**config.mk**
```make
export PLATFORM = sky130hd
export DESIGN_NAME = mem_stall_ctrl
export DESIGN_NICKNAME = d
export VERILOG_FILES = /design/src/rtl/mem_stall_ctrl.sv
export SDC_FILE = /design/constraint.sdc
export NUM_CORES = 1
export LEC_CHECK = 0
export ABC_AREA = 1
export CORE_ASPECT_RATIO = 1.75
export CORE_MARGIN = 3
export CORE_UTILIZATION = 43
export CTS_CLUSTER_DIAMETER = 50
export DETAILED_ROUTE_END_ITERATION = 10
export PLACE_DENSITY_LB_ADDON = 0.3
export SLEW_MARGIN = 20
export SYNTH_ARGS = -nofsm -noshare
export SYNTH_HDL_FRONTEND = slang
export SYNTH_SLANG_ARGS = --single-unit
```
**constraint.sdc**
```tcl
create_clock -name clk -period 7.7 [get_ports clk]
set_clock_uncertainty 0.2 [all_clocks]
set_input_delay 1.54 -clock clk [delete_from_list [all_inputs] [get_ports clk]]
set_output_delay 1.54 -clock clk [all_outputs]
set_load 0.005 [all_outputs]
```
**src/rtl/mem_stall_ctrl.sv**
```systemverilog
// mem_stall_ctrl: MEM-stage data-memory access sequencer.
// A decoded lw/sw that reaches MEM raises a registered req/ack handshake with
// data memory and freezes the upstream pipeline (pipe_hold) until the access
// completes. Load data is returned with a one-cycle rdata_valid strobe.
// Optional feature: define MEM_TIMEOUT_EN to add a BUSY watchdog that moves
// to a sticky ERR state after TIMEOUT ack-less BUSY cycles.
module mem_stall_ctrl #(
    parameter int ADDR_W  = 32,
    parameter int DATA_W  = 32,
    parameter int TIMEOUT = 15
) (
    input  logic              clk,
    input  logic              reset,
    input  logic              valid_in,
    input  logic              mem_read_in,
    input  logic              mem_write_in,
    input  logic              stall_in,
    input  logic [ADDR_W-1:0] addr_in,
    input  logic [DATA_W-1:0] wdata_in,
    output logic              dmem_req,
    output logic              dmem_we,
    output logic [ADDR_W-1:0] dmem_addr,
    output logic [DATA_W-1:0] dmem_wdata,
    input  logic              dmem_ack,
    input  logic [DATA_W-1:0] dmem_rdata,
    output logic              pipe_hold,
    output logic [DATA_W-1:0] rdata_out,
    output logic              rdata_valid,
    output logic              err
);

`ifdef MEM_TIMEOUT_EN
    typedef enum logic [1:0] {IDLE, BUSY, DONE, ERR} state_t;
`else
    typedef enum logic [1:0] {IDLE, BUSY, DONE} state_t;
`endif

    state_t state;
    state_t state_next;
    logic   start;
    logic   hold_raw;

    // An access only starts for a valid instruction that is both a stalling
    // op and an actual memory read or write.
    assign start = valid_in & stall_in & (mem_read_in | mem_write_in);

`ifdef MEM_TIMEOUT_EN
    localparam int               CNT_W    = $clog2(TIMEOUT + 1);
    localparam logic [CNT_W-1:0] CNT_LAST = CNT_W'(TIMEOUT - 1);

    logic [CNT_W-1:0] busy_cnt;
    logic             timeout_hit;

    // The counter holds the number of ack-less BUSY cycles already elapsed,
    // so this is the last BUSY cycle allowed before giving up.
    assign timeout_hit = (busy_cnt == CNT_LAST);

    // Watchdog counter: cleared when entering BUSY, counts ack-less BUSY cycles.
    always_ff @(posedge clk or posedge reset) begin
        if (reset) begin
            busy_cnt <= '0;
        end else if (state == IDLE && start) begin
            busy_cnt <= '0;
        end else if (state == BUSY && !dmem_ack && !timeout_hit) begin
            busy_cnt <= busy_cnt + 1'b1;
        end
    end
`else
    logic unused_timeout;

    // Without the watchdog the BUSY state waits forever and err never rises.
    assign unused_timeout = (TIMEOUT > 0);
    assign err            = 1'b0;
`endif

    // Reset drops the hold immediately, even if a start is still presented.
    assign pipe_hold = hold_raw & ~reset;

    // State register.
    always_ff @(posedge clk or posedge reset) begin
        if (reset) begin
            state <= IDLE;
        end else begin
            state <= state_next;
        end
    end

    // Next-state logic and pipeline hold; hold is combinational so the
    // starting instruction is frozen in the same cycle it is seen.
    always_comb begin
        state_next = state;
        hold_raw   = 1'b0;
        case (state)
            IDLE: begin
                if (start) begin
                    hold_raw   = 1'b1;
                    state_next = BUSY;
                end
            end
            BUSY: begin
                hold_raw = 1'b1;
                if (dmem_ack) begin
                    state_next = DONE;
`ifdef MEM_TIMEOUT_EN
                end else if (timeout_hit) begin
                    state_next = ERR;
`endif
                end
            end
            DONE: begin
                state_next = IDLE;
            end
`ifdef MEM_TIMEOUT_EN
            ERR: begin
                state_next = ERR;
            end
`endif
            default: begin
                state_next = IDLE;
            end
        endcase
    end

    // Memory-side registers: latch the request on start, hold it stable
    // through BUSY, capture load data and strobe valid on completion.
    always_ff @(posedge clk or posedge reset) begin
        if (reset) begin
            dmem_req    <= 1'b0;
            dmem_we     <= 1'b0;
            dmem_addr   <= '0;
            dmem_wdata  <= '0;
            rdata_out   <= '0;
            rdata_valid <= 1'b0;
`ifdef MEM_TIMEOUT_EN
            err         <= 1'b0;
`endif
        end else begin
            rdata_valid <= 1'b0;
            case (state)
                IDLE: begin
                    if (start) begin
                        dmem_req   <= 1'b1;
                        dmem_we    <= mem_write_in;
                        dmem_addr  <= addr_in;
                        dmem_wdata <= wdata_in;
                    end
                end
                BUSY: begin
                    if (dmem_ack) begin
                        dmem_req <= 1'b0;
                        if (!dmem_we) begin
                            rdata_out   <= dmem_rdata;
                            rdata_valid <= 1'b1;
                        end
`ifdef MEM_TIMEOUT_EN
                    end else if (timeout_hit) begin
                        dmem_req <= 1'b0;
                        err      <= 1'b1;
`endif
                    end
                end
                default: begin
                end
            endcase
        end
    end

endmodule
```
==> metrics, run 1 <==
largest net degree at the start of global routing 70; DP Wirelength around 8.0 mm; TritonRoute pass-1 iters 4; setup TNS 0 ns; WL/cell 14.41 um; Tot GR Track Use 21.37%; CTS tree built; clk_lat worst skew roughly 0.33 ns; via/cell ratio 4.768; Final Setup Violations 0; FP Rows 45; number of buffers inserted by hold repair at cts 0; Reg2Reg Depth 6; Leak 3.090 nW; initial antenna violation count 0; CTS root buffer clkbuf_16; Min-Delay Path Class flop to flop; Layout Nets 735; Die ar. 10470 um2; Hold Vio Cnt, Final 0; fin. max-slew vios 0; Tmin final between 5 and 6 ns; remaining global-route overflow 0; reg2reg setup slack 5.60 ns; Mapped Nets 546; Syn Inst Count 443; Ys Warns 0; ANT cells 0; io pins 204; top cell type's share of synthesized area 63.66%; crit path to pipe_hold; syn_area_per_cell 8.962 um2; total number of vias about 3600; DRC viols 0; Initial Utilization between 40% and 50%; share of cells above drive strength 1 about 4.2%; Worst-Margin Slew 0.8443 ns; Critical Path End Type primary output; Critical Path AT 3.33 ns; first-pass GRT wire length 17.69 mm; cell area after layout 6329 um2; post-route total power between 1.5 and 2 mW; 1st-iter DRT viols 154; final wirelength 10.86 mm; total CTS buffers 9; CP Class primary input to primary output; post-synthesis sequential area ratio 63.66%; vias in the first global route 3656; Area contributors post-synth dfrtp_1 (64%), nand2_1 (22%), nand3_1 (8.2%); CTS Buffer Depth 2; postcts setup bufs 0; R2R Path Start state[1]; die height 133.1 um; placed inst area 6035 um2; Synth area leader dfrtp_1; peak supply drop 0.1843 mV; synth-to-layout area growth 59.41%; slew margin rel. between 40% and 50%; Worst setup SP type primary input; global placement routability congestion 0.7753; final period utilization between 60 and 70%; Pwr per Cell Area 291.9 nW/um2; max-cap violations 0; CTS H-tree depth 3; Crit. Startpoint valid_in; status complete, no violations; port bufs 202; Clock Sinks about 100; CP required 5.96 ns; Cell variety after synth 16; critical hold path startpoint dmem_wdata[21]; CTS clk-pin slew, worst paths 0.06 ns; Post-Syn Area between 3000 and 4000 um2; critical path fanouts, max 68; f_max 197.2 MHz; register bit total from synthesis 101; antenna-violating nets left 0; core area 8840 um2; die width 78.64 um; RSZ-0062 raised after global routing false; R2R Path End dmem_wdata[13]; post-cts resize count 0
per-stage QoR:
stage	setup slack, ns	std cells	util, %	hold slack [ns]
final	2.629	754	71.59	0.2676
after CTS	2.634	754	71.59	0.2731
after global placement	2.656	737	68.04	0.2527
after detailed placement	2.632	738	68.27	0.2573
after floorplan	3.313	443	-	0.2651
after global routing	2.484	754	71.59	0.2851
cell usage after synthesis:
master	n
nand3_2	1
nand2_2	1
o21ai_0	2
clkbuf_1	5
a21oi_2	1
nor2_2	2
nand3_1	65
buf_2	15
conb_1	1
nor2_1	4
inv_1	6
inv_2	2
dfrtp_1	101
buf_4	6
nand2_1	229
buf_6	2
area by class of cell:
type | instances | area [um2]
fillers | 695 | 2511
repair buffers | 206 | 2064
flip-flops and latches | 101 | 2527
clock buffers | 12 | 246.5
multi-input cells | 306 | 1264
clock inverters | 4 | 47.55
inverters | 8 | 32.53
well taps | 117 | 146.4
flip-flops by register name, indices dropped and copies added, names as in the netlist:
register	count
dmem_addr	32
dmem_req	1
dmem_wdata	32
dmem_we	1
rdata_out	32
rdata_valid	1
state	2
kinds of logic (layout without fill, tap and decap cells):
| group | count (synthesis) | in the layout | synth area share (%) |
|---|---|---|---|
| AO/OA/AOI/OAI | 3 | 3 | 0.4728 |
| buffers and inverters | 36 | 230 | 4.822 |
| flip-flops | 101 | 101 | 63.66 |
| other | 1 | 1 | 0.09446 |
| AND/OR/NAND/NOR | 302 | 302 | 30.95 |
critical path, cell delays in order:
cell	delay [ns]
clkdlybuf4s50_1	0.39
nand2_1	0.12
inv_1	0.06
nand3_2	0.06
buf_4	0.56
a21oi_2	0.09
clkdlybuf4s50_1	0.48
how the worst min path moves through the flow:
stage          cells past startpoint        endpoint  slack, ns
2_1_floorplan                      2  dmem_wdata[10]       0.27
3_3_place_gp                       2   dmem_addr[22]       0.25
3_5_place_dp                       2   dmem_addr[23]       0.26
4_1_cts                            2   dmem_addr[12]       0.27
5_1_grt                            2   dmem_addr[12]       0.29
6_report                           2  dmem_wdata[21]       0.27
power breakdown:
part	switching, mW	leakage (nW)	total [mW]	internal, mW
clock	0.184	0.143	0.444	0.260
sequential	0.0891	1.26	0.782	0.693
combinational	0.237	1.69	0.621	0.384
total	0.510	3.09	1.85	1.34
placed cells by master (no fill, tap or decap), types with 2 or more instances in the layout:
master,instances
buf_4,3
clkbuf_1,2
clkbuf_16,9
clkdlybuf4s50_1,202
clkinv_2,2
dfrtp_1,101
inv_1,5
inv_2,2
nand2_1,229
nand3_1,65
nor2_1,3
nor2_4,2
o21ai_0,2
metal layers:
layer  up-vias  GRT usage, %  part of all wire [%]
li1       1754             -                     -
met1      1680         23.83                    36
met2       145         37.32                    53
met3        16         7.442                   8.8
met4         0         7.490                   2.1
met5         -             0                     0
No activity file was read; power rests on OpenSTA's default activity.
==> run 2: changes to the inputs <==
--- a/config.mk
+++ b/config.mk
@@ -8,7 +8,7 @@
 export ABC_AREA = 1
 export CORE_ASPECT_RATIO = 1.75
 export CORE_MARGIN = 3
-export CORE_UTILIZATION = 43
+export CORE_UTILIZATION = 36
 export CTS_CLUSTER_DIAMETER = 50
 export DETAILED_ROUTE_END_ITERATION = 10
 export PLACE_DENSITY_LB_ADDON = 0.3
==> constraint.sdc (replaced) <==
create_clock -name clk -period 4.1 [get_ports clk]
set_clock_uncertainty 0.2 [all_clocks]
set_input_delay 0.82 -clock clk [delete_from_list [all_inputs] [get_ports clk]]
set_output_delay 0.82 -clock clk [all_outputs]
set_load 0.005 [all_outputs]
==> metrics, run 2 (synthesis gave the netlist of run 1 again) <==
Switching Fraction 28.08% (+0.47 points); Min-Delay Path Class flop to flop; Tmin final 3.251 ns; Tot GR Track Use 18.87% (-2.5 points); clk_lat worst skew 0.33 ns (about the same); Critical Path End Type primary output; via/cell ratio 4.677 (-1.9%); Pwr per Cell Area 540.9 nW/um2 (+85%); placed inst area 6061 um2 (+0.44%); io pins 204 (unchanged); FP Rows 50 (+11%); final wirelength 11.36 mm (+4.5%); number of buffers inserted by hold repair at cts 0 (unchanged); WL/cell 14.75 um (+2.4%); Die ar. 12370 um2 (+18%); 1st-iter DRT viols 153 (-0.65%); post-route total power 3.433 mW (+86%); Initial Utilization 36.90% (-8.0 points); max-cap violations 0 (unchanged); Combinational Power Share 33.8% (+0.2 points); Worst setup SP type primary input; DRC viols 0 (unchanged); synth-to-layout area growth 59.88%; share of cells above drive strength 1 5.000% (+0.76 points); global placement routability congestion 0.8048 (+3.8%); most frequent CP cell clkdlybuf4s50_1; NetSw 0.9642 mW (+89%); clock share of power 23.3% (-0.7 points); f_max 307.6 MHz; CP required 3.08 ns (-2.88 ns); critical path fanouts, max 3 (-96%); setup TNS 0 ns (unchanged); antenna-violating nets left 0 (unchanged); Int Pwr 2.469 mW (+85%); largest net degree at the start of global routing 68 (-2.9%); Clock Sinks 101 (unchanged); initial antenna violation count 0 (unchanged); top flop regs dmem_addr x32, dmem_wdata x32, rdata_out x32; postcts setup bufs 0 (unchanged); CTS H-tree depth 3 (unchanged); vias in the first global route 3792 (+3.7%); slew margin rel. 53.32% (+9.6 points); Layout Nets 738 (+0.41%); core area 10760 um2 (+22%); CTS root buffer clkbuf_16; TritonRoute pass-1 iters 4 (unchanged); CTS clk-pin slew, worst paths 0.07 ns (about the same); Final Setup Violations 0 (unchanged); most frequent cells in the layout nand2_1 (229), clkdlybuf4s50_1 (202), dfrtp_1 (101), nand3_1 (65), clkbuf_16 (9); remaining global-route overflow 0 (unchanged); RSZ-0062 raised after global routing false; total number of vias 3601 (+0.17%); cell area after layout 6347 um2 (+0.30%); fin. max-slew vios 0 (unchanged); die width 85.39 um (+8.6%); CTS tree built; Critical Path AT 2.23 ns (-1.10 ns); Leak 3.096 nW (+0.20%); Hold Vio Cnt, Final 0 (unchanged); CTS Buffer Depth 2 (unchanged); Crit-path slowest cell clkdlybuf4s50_1; status complete, no violations; final period utilization 79.30%; port bufs 202 (unchanged); die height 144.9 um (+8.9%); Fill cells 970 (+40%); CP Class primary input to primary output; first-pass GRT wire length 18.73 mm (+5.9%); total CTS buffers 9 (unchanged); Worst-Margin Slew 0.7002 ns (-0.1442 ns); post-cts resize count 0 (unchanged); commonest non-fill, non-tap cell in the layout nand2_1; CP peak stage delay 0.52 ns (-0.04 ns); critical path cell sequence clkdlybuf4s50_1, inv_1, nand2_1, nand3_2, a21oi_2, clkdlybuf4s50_1; ANT cells 0 (unchanged); DP Wirelength 8.287 mm (+4.0%); peak supply drop 0.3235 mV (+76%); sequential power share 42.9% (+0.5 points)
-- run 2: cell types whose count changed in the layout (fill, tap and decap cells not counted) --
cell / delta
clkbuf_8: +1
clkbuf_1: -2
buf_12: -1
clkinvlp_4: +1
inv_6: +1
bufinv_16: -1
buf_4: +4
-- run 2: critical path: cells and delay by family --
family / cells / cell delay, ns
buf+inv: 3 / 1.08
simple gates: 2 / 0.18
compound gates: 1 / 0.15
-- run 2: layout make-up --
cell class | instances | area [um2] | share of cell area, %
Sequential cell | 101 | 2527 | 39.82
Timing Repair Buffer | 209 | 2074 | 32.68
Multi-Input combinational cell | 306 | 1264 | 19.91
Clock buffer | 11 | 252.7 | 3.982
Tap cell | 130 | 162.7 | 2.563
Clock inverter | 5 | 33.78 | 0.5322
Inverter | 8 | 32.53 | 0.5125
-- run 2: through the flow --
| step | hold WS, ns | std cells | setup WS (ns) | utilization [%] |
|---|---|---|---|---|
| final | 0.2717 | 770 | 0.8488 | 58.99 |
| after global routing | 0.2845 | 770 | 0.7819 | 58.99 |
| after CTS | 0.2746 | 770 | 0.8440 | 58.99 |
| after detailed placement | 0.2576 | 754 | 0.8442 | 56.33 |
| after global placement | 0.2528 | 754 | 0.8715 | 56.33 |
| after floorplan | 0.2651 | 443 | 0.4329 | - |
-- run 2: worst paths after layout --
path | start | endpoint | slack (ns) | cells after the start
max in group asynchronous | reset | dmem_wdata[6] | 2.12 | 3
min in group asynchronous | reset | rdata_out[21] | 0.77 | 2
setup / recovery | mem_write_in | pipe_hold | 0.85 | 6
hold / removal | dmem_wdata[4] | dmem_wdata[4] | 0.27 | 2
hold reg to reg | dmem_wdata[4] | dmem_wdata[4] | 0.27 | 2
setup reg to reg | state[1] | rdata_out[21] | 2.32 | 6
-- run 2: power groups by stage --
stage | registers (mW) | clock network [mW] | logic [mW]
floorplan | 1.50 | 0 | 0.331
global placement | 1.47 | 0 | 1.16
detailed placement | 1.49 | 0 | 1.19
CTS | 1.47 | 0.830 | 1.19
global route | 1.52 | 0.872 | 1.28
finish | 1.47 | 0.800 | 1.16
-- run 2: metal layers --
layer | GRT usage (%) | wire (um) | vias to the layer above
li1 | - | - | 1759
met1 | 23.26 | 4417 | 1660
met2 | 30.80 | 5695 | 162
met3 | 5.398 | 903 | 20
met4 | 7.528 | 338 | 0
met5 | 0 | 0 | -
